`src/rtl/carbon_simctl_pkg.sv`:
```
// Shared definitions for carbon_sim_ctl: register offsets, power states and defaults.
package carbon_simctl_pkg;

  localparam logic [7:0]  ADDR_SIG   = 8'h00;
  localparam logic [7:0]  ADDR_CTRL  = 8'h04;
  localparam logic [7:0]  ADDR_ID    = 8'h08;
  localparam logic [7:0]  ADDR_CYCLE = 8'h0C;

  localparam logic [31:0] DEFAULT_POWEROFF_KEY = 32'h5AFE_0FF0;
  localparam logic [31:0] DEFAULT_ID_VALUE     = 32'h4353_494D;

  typedef enum logic [1:0] {
    PWR_RUN   = 2'd0,
    PWR_DRAIN = 2'd1,
    PWR_OFF   = 2'd2
  } pwr_state_e;

  function automatic logic [31:0] merge_wstrb(input logic [31:0] old_val,
                                               input logic [31:0] new_val,
                                               input logic [3:0]  strb);
    logic [31:0] res;
    for (int b = 0; b < 4; b++) begin
      res[8*b +: 8] = strb[b] ? new_val[8*b +: 8] : old_val[8*b +: 8];
    end
    return res;
  endfunction

endpackage

```
`src/rtl/carbon_sim_ctl.sv`:
```
// Simulation control block: signature register, keyed drain-then-poweroff FSM.
// Optional 64-bit cycle counter at 0x0C when CARBON_SIMCTL_CYCLECOUNT_EN is defined.
module carbon_sim_ctl
  import carbon_simctl_pkg::*;
#(
  parameter logic [31:0] POWEROFF_KEY = DEFAULT_POWEROFF_KEY,
  parameter int unsigned DRAIN_CYCLES = 16,
  parameter logic [31:0] ID_VALUE     = DEFAULT_ID_VALUE
) (
  input  logic        clk,
  input  logic        rst_n,
  input  logic        req_valid,
  output logic        req_ready,
  input  logic        req_write,
  input  logic [7:0]  req_addr,
  input  logic [31:0] req_wdata,
  input  logic [3:0]  req_wstrb,
  output logic        rsp_valid,
  input  logic        rsp_ready,
  output logic [31:0] rsp_rdata,
  output logic        rsp_err,
  output logic [31:0] signature,
  output logic        poweroff
);

  localparam logic [7:0] DRAIN_LOAD = 8'(DRAIN_CYCLES);

  pwr_state_e  state_q, state_d;
  logic [7:0]  cnt_q, cnt_d;
  logic [31:0] sig_q, sig_d;
  logic        rsp_valid_q, rsp_valid_d;
  logic [31:0] rsp_rdata_q, rsp_rdata_d;
  logic        rsp_err_q, rsp_err_d;
  logic        poweroff_q;
  logic        accept_s;
  logic [7:0]  word_s;

`ifdef CARBON_SIMCTL_CYCLECOUNT_EN
  logic [63:0] cycle_q;
  logic        cycle_hi_unused_s;
  assign cycle_hi_unused_s = ^cycle_q[63:32];

  // Free-running counter, held once the power FSM reaches OFF.
  always_ff @(posedge clk or negedge rst_n) begin
    if (!rst_n) begin
      cycle_q <= 64'd0;
    end else if (state_q != PWR_OFF) begin
      cycle_q <= cycle_q + 64'd1;
    end else begin
      cycle_q <= cycle_q;
    end
  end
`endif

  assign accept_s  = req_valid && !rsp_valid_q;
  assign word_s    = req_addr & 8'hFC;
  assign req_ready = !rsp_valid_q;
  assign rsp_valid = rsp_valid_q;
  assign rsp_rdata = rsp_rdata_q;
  assign rsp_err   = rsp_err_q;
  assign signature = sig_q;
  assign poweroff  = poweroff_q;

  // Next-state for power FSM, signature and response holding registers.
  always_comb begin
    state_d     = state_q;
    cnt_d       = cnt_q;
    sig_d       = sig_q;
    rsp_valid_d = rsp_valid_q;
    rsp_rdata_d = rsp_rdata_q;
    rsp_err_d   = rsp_err_q;

    // OFF is entered on the edge where the counter reaches zero.
    if (state_q == PWR_DRAIN) begin
      if (cnt_q <= 8'd1) begin
        cnt_d   = 8'd0;
        state_d = PWR_OFF;
      end else begin
        cnt_d = cnt_q - 8'd1;
      end
    end else begin
      cnt_d = cnt_q;
    end

    if (rsp_valid_q && rsp_ready) begin
      rsp_valid_d = 1'b0;
    end else begin
      rsp_valid_d = rsp_valid_q;
    end

    if (accept_s) begin
      rsp_valid_d = 1'b1;
      rsp_rdata_d = 32'd0;
      rsp_err_d   = 1'b0;
      if (req_write) begin
        if (state_q == PWR_OFF) begin
          rsp_err_d = 1'b1;
        end else begin
          case (word_s)
            ADDR_SIG:  sig_d = merge_wstrb(sig_q, req_wdata, req_wstrb);
            ADDR_CTRL: begin
              // A repeated key while draining is accepted but must not restart the count.
              if ((req_wstrb == 4'hF) && (req_wdata == POWEROFF_KEY)) begin
                if (state_q == PWR_RUN) begin
                  state_d = PWR_DRAIN;
                  cnt_d   = DRAIN_LOAD;
                end else begin
                  state_d = state_d;
                end
              end else begin
                rsp_err_d = 1'b1;
              end
            end
            default:   rsp_err_d = 1'b1;
          endcase
        end
      end else begin
        case (word_s)
          ADDR_SIG:   rsp_rdata_d = sig_q;
          ADDR_CTRL:  rsp_rdata_d = {30'd0, state_q == PWR_OFF, state_q == PWR_DRAIN};
          ADDR_ID:    rsp_rdata_d = ID_VALUE;
`ifdef CARBON_SIMCTL_CYCLECOUNT_EN
          ADDR_CYCLE: rsp_rdata_d = cycle_q[31:0];
`endif
          default:    rsp_err_d   = 1'b1;
        endcase
      end
    end else begin
      rsp_rdata_d = rsp_rdata_q;
    end
  end

  // State and response registers.
  always_ff @(posedge clk or negedge rst_n) begin
    if (!rst_n) begin
      state_q     <= PWR_RUN;
      cnt_q       <= 8'd0;
      sig_q       <= 32'd0;
      rsp_valid_q <= 1'b0;
      rsp_rdata_q <= 32'd0;
      rsp_err_q   <= 1'b0;
      poweroff_q  <= 1'b0;
    end else begin
      state_q     <= state_d;
      cnt_q       <= cnt_d;
      sig_q       <= sig_d;
      rsp_valid_q <= rsp_valid_d;
      rsp_rdata_q <= rsp_rdata_d;
      rsp_err_q   <= rsp_err_d;
      poweroff_q  <= (state_d == PWR_OFF);
    end
  end

endmodule

```
`config.mk`:
```
export PLATFORM = sky130hd
export DESIGN_NAME = carbon_sim_ctl
export DESIGN_NICKNAME = d
export VERILOG_FILES = /design/src/rtl/carbon_simctl_pkg.sv /design/src/rtl/carbon_sim_ctl.sv
export SDC_FILE = /design/constraint.sdc
export NUM_CORES = 1
export LEC_CHECK = 0
export CAP_MARGIN = 30
export CORE_AREA = 4 4 90 92
export DETAILED_ROUTE_END_ITERATION = 6
export DIE_AREA = 0 0 94 96
export GPL_TIMING_DRIVEN = 0
export MAX_ROUTING_LAYER = met4
export PLACE_DENSITY = 0.85
export RECOVER_POWER = 50
export SLEW_MARGIN = 30
export SYNTH_ARGS = -nofsm -noshare
export SYNTH_HDL_FRONTEND = slang
export SYNTH_SLANG_ARGS = --single-unit
```
`constraint.sdc`:
```
create_clock -name clk -period 1.7 [get_ports clk]
set_input_delay 0.425 -clock clk [delete_from_list [all_inputs] [get_ports clk]]
set_output_delay 0.425 -clock clk [all_outputs]
set_load 0.02 [all_outputs]
```
==> results of run 1 <==
==> sequential cells by signal, indices dropped and copies added (netlist names) <==
| register | cells |
|---|---|
| signature | 32 |
| poweroff | 1 |
| rsp_rdata | 32 |
| rsp_valid | 1 |
| rsp_err | 1 |
| state_q | 2 |
| cnt_q | 8 |
==> synthesized netlist by cell type (all sizes together) (2+ instances only) <==
cell type / count / area [µm²]
buf: 3 / 13.8
nor2: 20 / 77.6
nand4b: 2 / 17.5
dfrtp: 77 / 1930
o31ai: 3 / 22.5
nor4: 5 / 61.3
ha: 2 / 25.0
nor4b: 3 / 26.3
nand3: 3 / 15.0
xnor2: 5 / 43.8
or4: 2 / 18.8
nand2: 21 / 88.8
clkbuf: 6 / 22.5
mux2: 33 / 372
and4b: 2 / 20.0
inv: 6 / 22.5
nor2b: 3 / 18.8
a22o: 17 / 149
nand2b: 3 / 18.8
o21ai: 15 / 75.1
nor3: 7 / 35.0
nand3b: 2 / 15.0
nand4: 4 / 25.0
==> per-layer routing <==
metal  wire (µm)  global-route usage [%]
met1        3930                    27.1
met2        4590                    33.8
met3         634                    4.61
met4         147                    9.63
met5           0                       -
==> metrics by stage <==
stage | util [%] | TNS (ns) | cells | hold WS, ns
2_1_floorplan | - | 0 | 260 | 0.129
3_3_place_gp | 62.4 | -231.54 | 472 | 0.464
3_5_place_dp | 62.6 | -46.95 | 473 | 0.474
4_1_cts | 66.3 | 0 | 496 | 0.103
5_1_grt | 67.3 | -0.160 | 498 | 0.332
6_report | 67.3 | 0 | 498 | 0.315
==> cell families (layout without fill, tap and decap cells) <==
logic type	Yosys count	after routing	synth area share, %
compound gates	44	44	9.88
xor+xnor	6	6	1.62
fa+ha+maj	2	2	0.771
buf+inv	15	154	1.81
flops	77	77	59.4
mux	33	33	11.5
simple gates	83	83	15.0
==> cell type report <==
class	instances	area (µm²)	area share [%]
tap	99	124	2.55
timing repair buffer	124	1100	22.6
inverter	6	22.5	0.464
sequential	77	1930	39.7
buffer	9	61.3	1.26
clock buffer	11	131	2.70
multi-input combinational	168	1420	29.2
clock inverter	4	73.8	1.52
==> critical path, delay by kind of cell <==
family        cells  cell delay (ns)
simple gates      4             1.08
buf+inv           2             0.39
==> report_power, final <==
group	total, mW	switching [mW]	internal, mW
combinational	0.375	0.215	0.160
sequential	1.89	0.0262	1.86
clock	1.47	0.652	0.821
==> worst paths after layout <==
| kind | start | to | slack [ns] | cells past startpoint |
|---|---|---|---|---|
| worst max-delay path | req_wdata[11] | cnt_q[3]$_DFF_PN0_ | 0.02 | 6 |
| worst min-delay path | rst_n | rsp_rdata[9]$_DFFE_PN0P_ | 0.31 | 1 |
| worst max register to register | cnt_q[0]$_DFF_PN0_ | cnt_q[4]$_DFF_PN0_ | 0.06 | 5 |
| worst min register to register | rsp_rdata[6]$_DFFE_PN0P_ | rsp_rdata[6]$_DFFE_PN0P_ | 0.49 | 2 |
| max in group asynchronous | rst_n | state_q[0]$_DFF_PN0_ | 0.62 | 2 |
| min in group clk | req_wdata[31] | signature[31]$_DFFE_PN0P_ | 0.33 | 2 |
==> timing repair <==
action | in CTS | in global routing
gates resized for setup | 122 | 47
pin swaps | 12 | 7
buffers inserted | 8 | 2
endpoints found under the setup margin | 142 | 38
hold endpoints to repair | 0 | 0
==> parameters.txt, run 1 <==
Parameter                              Value

Global route
  Antenna violations before repair    0
  Global-route wire length before repair    approximately 14000 µm
  Via count of the first global-routing pass    2891
  Maximum number of pins on one net before global-route repair    47
  Remaining Overflow, GRT    0
  Total global routing track utilization    a little over a fifth

Layout
  Post-route standard cell area excluding fillers    between 0.004 and 0.005 mm²
  Area growth from synthesis to layout    49.8%
  Fraction of layout instances using a drive strength above 1    around a quarter
  Most common library cell in the layout ignoring fill and taps    dlygate4sd2_1
  Count of filler cells inserted in the layout    576
  Commonest cells after routing, fill and taps aside    dlygate4sd2_1 (78), dfrtp_1 (76), mux2_2 (32)
  Number of nets in the layout    about 450
  Antenna cell count    0

Worst setup path
  Kind of end point of the critical path    flop
  CP Class    in -> reg
  Critical Path Slowest Stage Cell    or4_4
  Element type at the critical path start    input pin
  Worst Path Max Fanout    4
  WP data required    1.92 ns
  Crit-path max cell delay    0.58 ns
  Sequence of cells on the critical path    clkdlybuf4s15_1, nand4b_1, or4_4, nor4_4, buf_4, nor3_1
  Data arrival time of the critical path    about 1.9 ns

Synthesis
  Number of enable-type register cells in the synthesized netlist    0
  Share of synthesized area occupied by flip-flops and latches    59.4%
  Flop and latch count out of synthesis    slightly below 80
  Async set or reset register ratio after synthesis    100%
  Count of warnings emitted by yosys    0
  Predominant post-synthesis flop cell    dfrtp_1
  Post-Synthesis Net Count    approximately 310
  Cell count after synthesis    260
  Distinct cell type count after synthesis    45
  Post-synthesis average cell area    12.5 µm²
  Area of the mapped netlist    around 0.0032 mm²

Power and ir drop
  Maximum VDD drop    ~460 µV
  Total Power    about 3.7 mW
  Power density over cell area    roughly 770 mW/mm²
  Leakage power    between 2 and 3 nW

Die
  Number of top-level design ports    ~120
  Count of standard-cell rows    31
  Area of the placeable core    around 0.0072 mm²
  Height of the die    around 96 µm
  Horizontal die dimension    94 µm
  Starting density of the core    roughly 45%
  Die Outline Area    between 0.009 and 0.01 mm²

STA
  Hold violation total from the final report    0
  Transition time at the pin with the least slew margin    1.18 ns
  Setup Viol. Count Final    0
  Worst setup margin    between 0.015 and 0.02 ns
  Upper clock frequency limit    594 MHz
  Max-slew violation count    0
  Final critical-path required period    1.68 ns
  Post-Route Skew    0.0102 ns
  Setup repair after global routing missed its margin    yes
  Slew Limit Headroom    between 20 and 25%
  Portion of the clock cycle consumed by the worst path in the final layout    between 90% and 100%

Place
  Final weighted congestion in routability-driven placement    a little over 0.8
  Placed instance area    between 0.004 and 0.005 mm²
  Placement Setup Slack    -0.935 ns
  Total of buffers placed on input and output ports    113
  Post-detailed-placement half-perimeter wirelength    ~6600 µm

CTS
  Clock tree from TritonCTS    built
  Root Buffer    clkbuf_8
  Clock slew at the register clock pins of the worst setup and hold paths    approximately 0.080 ns
  Number of hold buffers added after CTS    0
  Clock sink count    77
  CTS HTree Levels    3
  Number of buffers created by CTS    9
  Number of buffers on the longest clock path    2
  Insertion delay to the later sink of the worst-skew pair    0.34 ns

Route
  DR DRC count    0
  Antenna viol nets, final    0
  First-pass DRT Iterations    4
  Aggregate routed wire length    9300 µm
  Via count of the routed design    2719
  Wirelength per Cell    18.7 µm
  Drt initial violations    about 110
  Via-to-Cell Ratio    5.46

Outcome
  Run status    completed

Hold path
  Type of the tightest min-delay check    in -> async

Job
  Number of max-cap violations    0
Power figures use the tool's default switching activity.
==> run 2, diff against run 1 <==
ABC_AREA = 0   (was not set)
CELL_PAD_IN_SITES_DETAIL_PLACEMENT = 2   (was not set)
CELL_PAD_IN_SITES_GLOBAL_PLACEMENT = 2   (was not set)
CORE_AREA = 4 4 113 115   (was 4 4 90 92)
DIE_AREA = 0 0 117 119   (was 0 0 94 96)
PLACE_DENSITY = 0.83   (was 0.85)
==> run 2 against run 1 <==
Against the previous run:
- the flow now finishes with violations (setup timing)
- clock power grew 22%
- highest routed layer unchanged
- utilization shrank 25 points
- flip-flop and latch count is the same
- largest power group unchanged
- count of clock-buffer cells in the layout grew 1
- combinational power grew 1%
- first-iteration DRC count shrank 29%
==> parameters.txt, run 2 (synthesized netlist as in run 1, its figures left out) <==
Parameter                              Value

Worst setup path
  Kind of end point of the critical path    flop
  Gate family responsible for the most delay along the worst path    simple AND/OR/NAND/NOR gates
  CP Class    in -> reg
  Data arrival time of the critical path    ~1.9 ns
  Critical register-to-register path startpoint    state_q[1]$_DFF_PN0_
  Critical Path Slowest Stage Cell    or4_4
  Number of buffers and inverters on the critical path    2
  Terminus of the critical flop-to-flop path    cnt_q[5]$_DFF_PN0_
  Worst Reg2Reg Path Length in Cells    4
  Worst Path Max Fanout    4
  Worst-case register-to-register setup slack    roughly 0.060 ns
  Crit-path max cell delay    between 0.6 and 0.7 ns
  Sequence of cells on the critical path    buf_6, nand4b_1, or4_4, nor4_4, buf_4, nor3_1
  Element type at the critical path start    input pin
  WP data required    ~1.9 ns

CTS
  Clock sink count    a little under 80
  Insertion delay to the later sink of the worst-skew pair    approximately 0.34 ns
  CTS HTree Levels    3
  Clock tree from TritonCTS    built
  Clock slew at the register clock pins of the worst setup and hold paths    roughly 0.06 ns
  Number of buffers created by CTS    9
  Root Buffer    clkbuf_16
  Number of buffers on the longest clock path    2

Place
  Placed instance area    0.00459 mm²
  Post-detailed-placement half-perimeter wirelength    8070 µm
  Total of buffers placed on input and output ports    113
  Final weighted congestion in routability-driven placement    slightly below 0.8
  Placement Setup Slack    -0.989 ns

Global route
  Maximum number of pins on one net before global-route repair    55
  Global-route wire length before repair    17500 µm
  Total global routing track utilization    17.0%
  Antenna violations before repair    1
  Via count of the first global-routing pass    about 3100
  Remaining Overflow, GRT    0

Power and ir drop
  Maximum VDD drop    418 µV
  Total Power    slightly above 4 mW
  Power density over cell area    roughly 800 mW/mm²
  Leakage power    between 2 and 3 nW

Layout
  Area taken by multi-input logic gates    roughly 0.0014 mm²
  Fraction of layout instances using a drive strength above 1    around a quarter
  Most common library cell in the layout ignoring fill and taps    dlygate4sd2_1
  Commonest cells after routing, fill and taps aside    dlygate4sd2_1 (80), dfrtp_1 (77), mux2_2 (32)
  Number of nets in the layout    between 400 and 500
  Count of filler cells inserted in the layout    1223
  Post-route standard cell area excluding fillers    approximately 0.0050 mm²
  Area growth from synthesis to layout    55.2%
  Layout Utilization    a little over two fifths
  Reg area    about 0.0019 mm²

STA
  Setup Viol. Count Final    3
  Worst setup margin    -0.0106 ns
  Portion of the clock cycle consumed by the worst path in the final layout    101%
  Final critical-path required period    1.71 ns
  Slew Limit Headroom    57.6%
  Post-Route Skew    approximately 0.009 ns
  Post-Route Hold Slack    0.337 ns
  Transition time at the pin with the least slew margin    0.636 ns
  Setup repair after global routing missed its margin    yes
  Upper clock frequency limit    between 500 and 600 MHz
  Hold violation total from the final report    0
  Max-slew violation count    0

Die
  Count of standard-cell rows    40
  Height of the die    about 120 µm
  Die Outline Area    0.0139 mm²
  Horizontal die dimension    117 µm
  Starting density of the core    between 20% and 30%
  Number of top-level design ports    approximately 120
  Area of the placeable core    0.0118 mm²

Route
  Aggregate routed wire length    approximately 11000 µm
  Antenna viol nets, final    0
  DR DRC count    0
  Wirelength per Cell    roughly 20 µm
  Via count of the routed design    roughly 2700
  Via-to-Cell Ratio    4.89
  First-pass DRT Iterations    4
  Drt initial violations    77

Hold path
  Hold worst-path end    signature[28]$_DFFE_PN0P_
  Hold Path Depth    2
  Hold Startpoint    req_wdata[28]
  Type of the tightest min-delay check    in -> reg

Job
  Number of max-cap violations    0

Outcome
  Failing checks    setup timing
  Run status    complete, but fails checks
-- run 2: cell type report --
type | instances | area share, %
Tap cell | 147 | 3.65
Inverter | 6 | 0.447
Buffer | 9 | 1.07
Multi-Input combinational cell | 168 | 28.3
Sequential cell | 77 | 38.3
Antenna cell | 1 | 0.0497
Clock buffer | 12 | 4.90
Clock inverter | 3 | 0.423
Timing Repair Buffer | 125 | 22.8
-- run 2: what timing repair did --
action / 4_1_cts / 5_1_grt
pin swaps: 12 / 17
buffers inserted: 8 / 2
endpoints found under the setup margin: 143 / 11
hold buffers: 1 / 0
resized for setup: 117 / 49
hold endpoints to repair: 23 / 0
cloned: 0 / 0
-- run 2: how the worst max path moves through the flow --
stage,from,end,cells after the start
final,req_wdata[31],cnt_q[2]$_DFF_PN0_,6
after global routing,req_wdata[31],cnt_q[4]$_DFF_PN0_,6
after CTS,req_addr[6],cnt_q[6]$_DFF_PN0_,7
after detailed placement,req_addr[5],rsp_rdata[5]$_DFFE_PN0P_,6
after global placement,rst_n,signature[28]$_DFFE_PN0P_,1
after floorplan,req_addr[5],signature[27]$_DFFE_PN0P_,5
-- run 2: routing by layer --
layer  track usage, %  vias to the layer above  part of all wire [%]
met4             4.87                        0                   1.8
met5                -                        -                     0
met1             20.2                     1372                    41
li1                 -                     1217                     -
met2             27.7                       72                    52
met3             5.54                       16                   5.6
-- run 2: metrics by stage --
stage               setup TNS [ns]  std cells
CTS                              0        545
global placement           -250.53        520
finish                     -0.0188        548
detailed placement          -51.34        521
floorplan                        0        260
global route                -0.246        548
-- run 2: report_power, final --
part           total, mW  internal [mW]  switching (mW)
Clock               1.80           1.02           0.771
Combinational      0.380          0.160           0.220
Sequential          1.89           1.87          0.0285
Total               4.07           3.05            1.02
==> run 3, diff against run 2 <==
GPL_ROUTABILITY_DRIVEN = 0   (was not set)
==> results of run 3 <==
Final layout, timing and power as in run 2 (identical DEF).
==> RTL change 1, RTL diff (config.mk and constraints of run 3) <==
Register the output `rsp_err` once more, without a reset; this adds one clock of latency there. The other outputs are not delayed to match.
--- a/src/rtl/carbon_sim_ctl.sv
+++ b/src/rtl/carbon_sim_ctl.sv
@@ -57,7 +57,9 @@
   assign req_ready = !rsp_valid_q;
   assign rsp_valid = rsp_valid_q;
   assign rsp_rdata = rsp_rdata_q;
-  assign rsp_err   = rsp_err_q;
+  always_ff @(posedge clk) begin
+    rsp_err <= rsp_err_q;
+  end
   assign signature = sig_q;
   assign poweroff  = poweroff_q;
 
Check against the original RTL: not equivalent (a bounded check fails within 4 cycles, from zero or initial values and one cycle with rst_n low).
==> RTL change 1 against run 3 <==
The flow still finishes with violations (setup timing). Count of clock-buffer cells in the layout is 1 lower. Cell area hardly changed. Routed wire length is 2.5% higher. Worst setup slack worse by 0.011 ns. Sequential cell count is 1 higher. Total power is 1.6% higher. Area after synthesis is 0.62% higher. Critical path depth stayed put. Die area stayed put.
==> RTL change 1: results (changes against run 3) <==
cts-root-buf: "clkbuf_16"
drt_iter0_drc: 93  # +21%
dr.pass1.iters: 6  # +2
ctsLongestPathBuffers: 2  # unchanged
skew_ns: 0.00574  # -0.00342 ns
crit_path_max_fanout: 8  # +4
detail_route.wirelength_um: 11500  # +2.5%
min_path_type: "reg -> reg"
track_usage: 0.177  # +0.00707
ir_drop_v: 0.000427  # +2.0%
violations: "setup timing"
ys_seq_area_frac: 0.597  # +0.00249
hpwlAfterDp_um: 8300  # +2.9%
nNetsFinal: 452  # +1.1%
grt_pass1_wl_um: 18300  # +4.5%
viasPerCell: 4.95  # +1.3%
p_int_w: 0.00309  # +1.3%
ys_top_cells_by_count: "dfrtp_1, mux2_2, nor2_1"
layout-drive-gt1-share: 0.251  # +0.00373
cp.arrival_ns: 1.99  # +0.06 ns
setup_ws_ns: -0.0211  # -0.0106 ns
async_flop_share: 0.987  # -0.0128
status: "finished, violations left"
synth.distinct_cells: 46  # +2.2%
path_clk_slew_ns: 0.06  # about the same
antenna_found_initial: 0  # -1
worstMarginPinSlew_ns: 0.585  # -0.0509 ns
grt_pass1_vias: 3216  # +3.6%
n_fill_cell: 1244  # +1.7%
cts_made_buffers: 9  # unchanged
setup_violations: 7  # +4
p_leak_nw: 2.63  # -3.6%
synth.area.top_cells: "dfrtp_1, mux2_2, a22o_1"
grt_start_max_net_pins: 60  # +9.1%
num_antenna_cells: 0  # -1
syn_nets: 312  # +0.32%
start_util: 0.276  # +0.00169
htree_levels: 3  # unchanged
-- RTL change 1: final cells by class --
type / count / share of cell area
repair buffers: 129 / 0.229
plain buffers: 9 / 0.0109
clock buffers: 11 / 0.0482
multi-input cells: 168 / 0.277
well taps: 147 / 0.0365
inverters: 6 / 0.00447
clock inverters: 5 / 0.00671
flip-flops and latches: 78 / 0.387
-- RTL change 1: final timing paths --
check	cells after the start	from	to	slack, ns
worst max register to register	5	rsp_valid	cnt_q[4]	0.04
min in group asynchronous	2	rst_n	cnt_q[0]	0.63
max in group asynchronous	3	rst_n	signature[30]	0.38
worst min-delay path	0	rsp_err_q	rsp_err	0.41
worst max-delay path	6	req_wdata[31]	cnt_q[4]	-0.02
worst min register to register	0	rsp_err_q	rsp_err	0.41
-- RTL change 1: through the flow --
stage	total power (W)	cell area [sq um]	setup WS [ns]	std cells	TNS [ns]
2_1_floorplan	0.00208	3260	0.0355	261	0
3_3_place_gp	0.00235	4580	-2.63	521	-249.89
3_5_place_dp	0.00238	4610	-0.993	522	-51.76
4_1_cts	0.00419	4990	0.000497	551	0
5_1_grt	0.00431	5040	-0.0181	553	-0.0706
6_report	0.00414	5040	-0.0211	553	-0.0714
-- RTL change 1: critical path, cell delays in order --
cell	delay (ns)
dlygate4sd2_1	0.25
nand4b_1	0.27
or4_4	0.51
nor4_4	0.24
buf_6	0.17
a211o_1	0.13
-- RTL change 1: routing by layer --
layer	GRT usage	routed length, um	vias up
li1	-	-	1233
met1	0.221	4930	1403
met2	0.281	5790	80
met3	0.0407	588	20
met4	0.0645	233	0
met5	-	0	-
-- RTL change 1: power groups by stage --
stage / Combinational, W / Sequential, W / Clock [W]
floorplan: 0.0000902 / 0.00199 / 0
global placement: 0.000403 / 0.00195 / 0
detailed placement: 0.000424 / 0.00195 / 0
CTS: 0.000401 / 0.00192 / 0.00187
global route: 0.000430 / 0.00192 / 0.00196
finish: 0.000394 / 0.00192 / 0.00182
-- RTL change 1: repair_timing --
item / CTS / global route
pin swaps: 11 / 3
endpoints found under the setup margin: 142 / 50
endpoints found under the hold margin: 18 / 0
cloned: 0 / 0
setup buffers: 12 / 2
gates resized for setup: 121 / 24
hold buffers: 1 / 0
-- RTL change 1: cells by family after synthesis --
group / Yosys count / share of synthesized area
and+or+nand+nor: 83 / 0.150
DFF: 78 / 0.597
AOI/OAI and AO/OA: 44 / 0.0982
muxes: 33 / 0.114
buffers and inverters: 15 / 0.0180
xor gates and xnor gates: 6 / 0.0161
adders and majority gates: 2 / 0.00767
==> RTL change 2, RTL diff (flow settings as in run 3) <==
Made on the original files. `DRAIN_CYCLES`: 16 -> 15.
--- a/src/rtl/carbon_sim_ctl.sv
+++ b/src/rtl/carbon_sim_ctl.sv
@@ -4,7 +4,7 @@
   import carbon_simctl_pkg::*;
 #(
   parameter logic [31:0] POWEROFF_KEY = DEFAULT_POWEROFF_KEY,
-  parameter int unsigned DRAIN_CYCLES = 16,
+  parameter int unsigned DRAIN_CYCLES = 15,
   parameter logic [31:0] ID_VALUE     = DEFAULT_ID_VALUE
 ) (
   input  logic        clk,
Function: same outputs for any inputs over 10 cycles, from zero or initial values and one cycle with rst_n low; that may be too few to reach the edited logic, so the function may still have changed.
==> RTL change 2 against run 3 <==
Routed wire length is 8.9% higher. Area after synthesis is 1.3% lower. Sequential share of layout area is 1.5 points lower. Critical path depth down 1. Sequential cell count unchanged. Register-to-register slack lost 0.39 ns. Sequential power hardly changed. Cell area up 4.4%. Worst setup slack worse by 0.36 ns. Count of clock-buffer cells in the layout fell by 2. The run still ends with setup timing left. Total power grew 4.6%. Largest cell class unchanged. Clock skew shrank 0.0037 ns. Critical endpoint is now cnt_q[1].
==> RTL change 2: results (changes against run 3) <==
status: "finished, violations left"
violations: "setup timing"
setup_ws_ns: -0.367  # -0.356 ns
crit_path_max_fanout: 3  # -1
setup_violations: 74  # +71
whs_endpoint: "signature[29]"
post_dp_cell_area_sq_mm: 0.00457  # -0.41%
grt_pass1_vias: 3250  # +4.7%
synth.area.top_cells: "dfrtp_1, mux2_2, a22o_1"
cp.arrival_ns: 2.30  # +0.37 ns
r2r_slack_ns: -0.33  # -0.39 ns
tns_ns: -13.08  # -13.06 ns
ir_drop_v: 0.000762  # +82%
grt_pass1_wl_um: 18800  # +7.2%
ys_seq_area_frac: 0.602  # +0.00790
timing.rr.end: "cnt_q[1]"
detail_route.wirelength_um: 12300  # +8.9%
layout-drive-gt1-share: 0.332  # +0.0842
cpPeakStageDelay_ns: 0.59  # -0.03 ns
ys_top_cells_by_count: "dfrtp_1, mux2_2, nand2_1"
synth.distinct_cells: 42  # -6.7%
avgSynthCellArea_sq_um: 12.7  # +1.4%
finalNonFillerCells: 555  # +1.3%
num_vias: 2757  # +3.0%
track_usage: 0.183  # +0.0125
skew_ns: 0.00550  # -0.00367 ns
[RTL change 2: kinds of logic after synthesis]
| group | count (synthesis) | synth area share |
|---|---|---|
| flops | 77 | 0.602 |
| buf+inv | 12 | 0.0145 |
| xor+xnor | 5 | 0.0137 |
| mux | 33 | 0.116 |
| fa+ha+maj | 2 | 0.00782 |
| simple gates | 79 | 0.145 |
| compound gates | 45 | 0.101 |
[RTL change 2: layout make-up]
type | instances | area [sq um]
Antenna cell | 1 | 2.50
Buffer | 8 | 57.6
Clock buffer | 10 | 239
Clock inverter | 6 | 62.6
Fill cell | 1219 | 6560
Inverter | 4 | 15.0
Multi-Input combinational cell | 164 | 1470
Sequential cell | 77 | 1930
Tap cell | 147 | 184
Timing Repair Buffer | 138 | 1290
[RTL change 2: metrics by stage]
stage	util	setup WS, ns	power [W]
floorplan	-	-0.420	0.00206
global placement	0.384	-2.59	0.00233
detailed placement	0.387	-1.30	0.00235
CTS	0.429	-0.347	0.00429
global route	0.445	-0.413	0.00444
finish	0.445	-0.367	0.00426
[RTL change 2: layer usage]
metal  wire length (um)  GRT usage  share of wire  vias up
met5                  0          -              0        -
met3                555     0.0452          0.045        8
li1                   -          -              -     1232
met4                 55     0.0416         0.0045        0
met1               5040      0.220           0.41     1441
met2               6620      0.308           0.54       76
[RTL change 2: timing repair]
| item | in CTS | in global routing |
|---|---|---|
| pin swaps | 17 | 15 |
| hold endpoints to repair | 31 | 0 |
| cloned | 1 | 1 |
| setup buffers | 14 | 8 |
| endpoints found under the setup margin | 144 | 75 |
| hold buffers | 1 | 0 |
| gates resized for setup | 154 | 44 |
[RTL change 2: worst max-delay path by stage]
| stage | from | to | slack [ns] | cells past startpoint |
|---|---|---|---|---|
| detailed placement | req_addr[2] | signature[29] | -1.30 | 5 |
| floorplan | req_addr[5] | cnt_q[1] | -0.42 | 4 |
| global placement | rst_n | signature[12] | -2.59 | 1 |
| finish | req_addr[6] | cnt_q[1] | -0.37 | 5 |
| CTS | req_addr[6] | cnt_q[1] | -0.35 | 5 |
| global route | state_q[1] | cnt_q[5] | -0.41 | 5 |
[RTL change 2: where the power goes]
group / switching (W) / internal, W
clock: 0.000778 / 0.00117
sequential: 0.0000265 / 0.00187
combinational: 0.000236 / 0.000181
total: 0.00104 / 0.00322
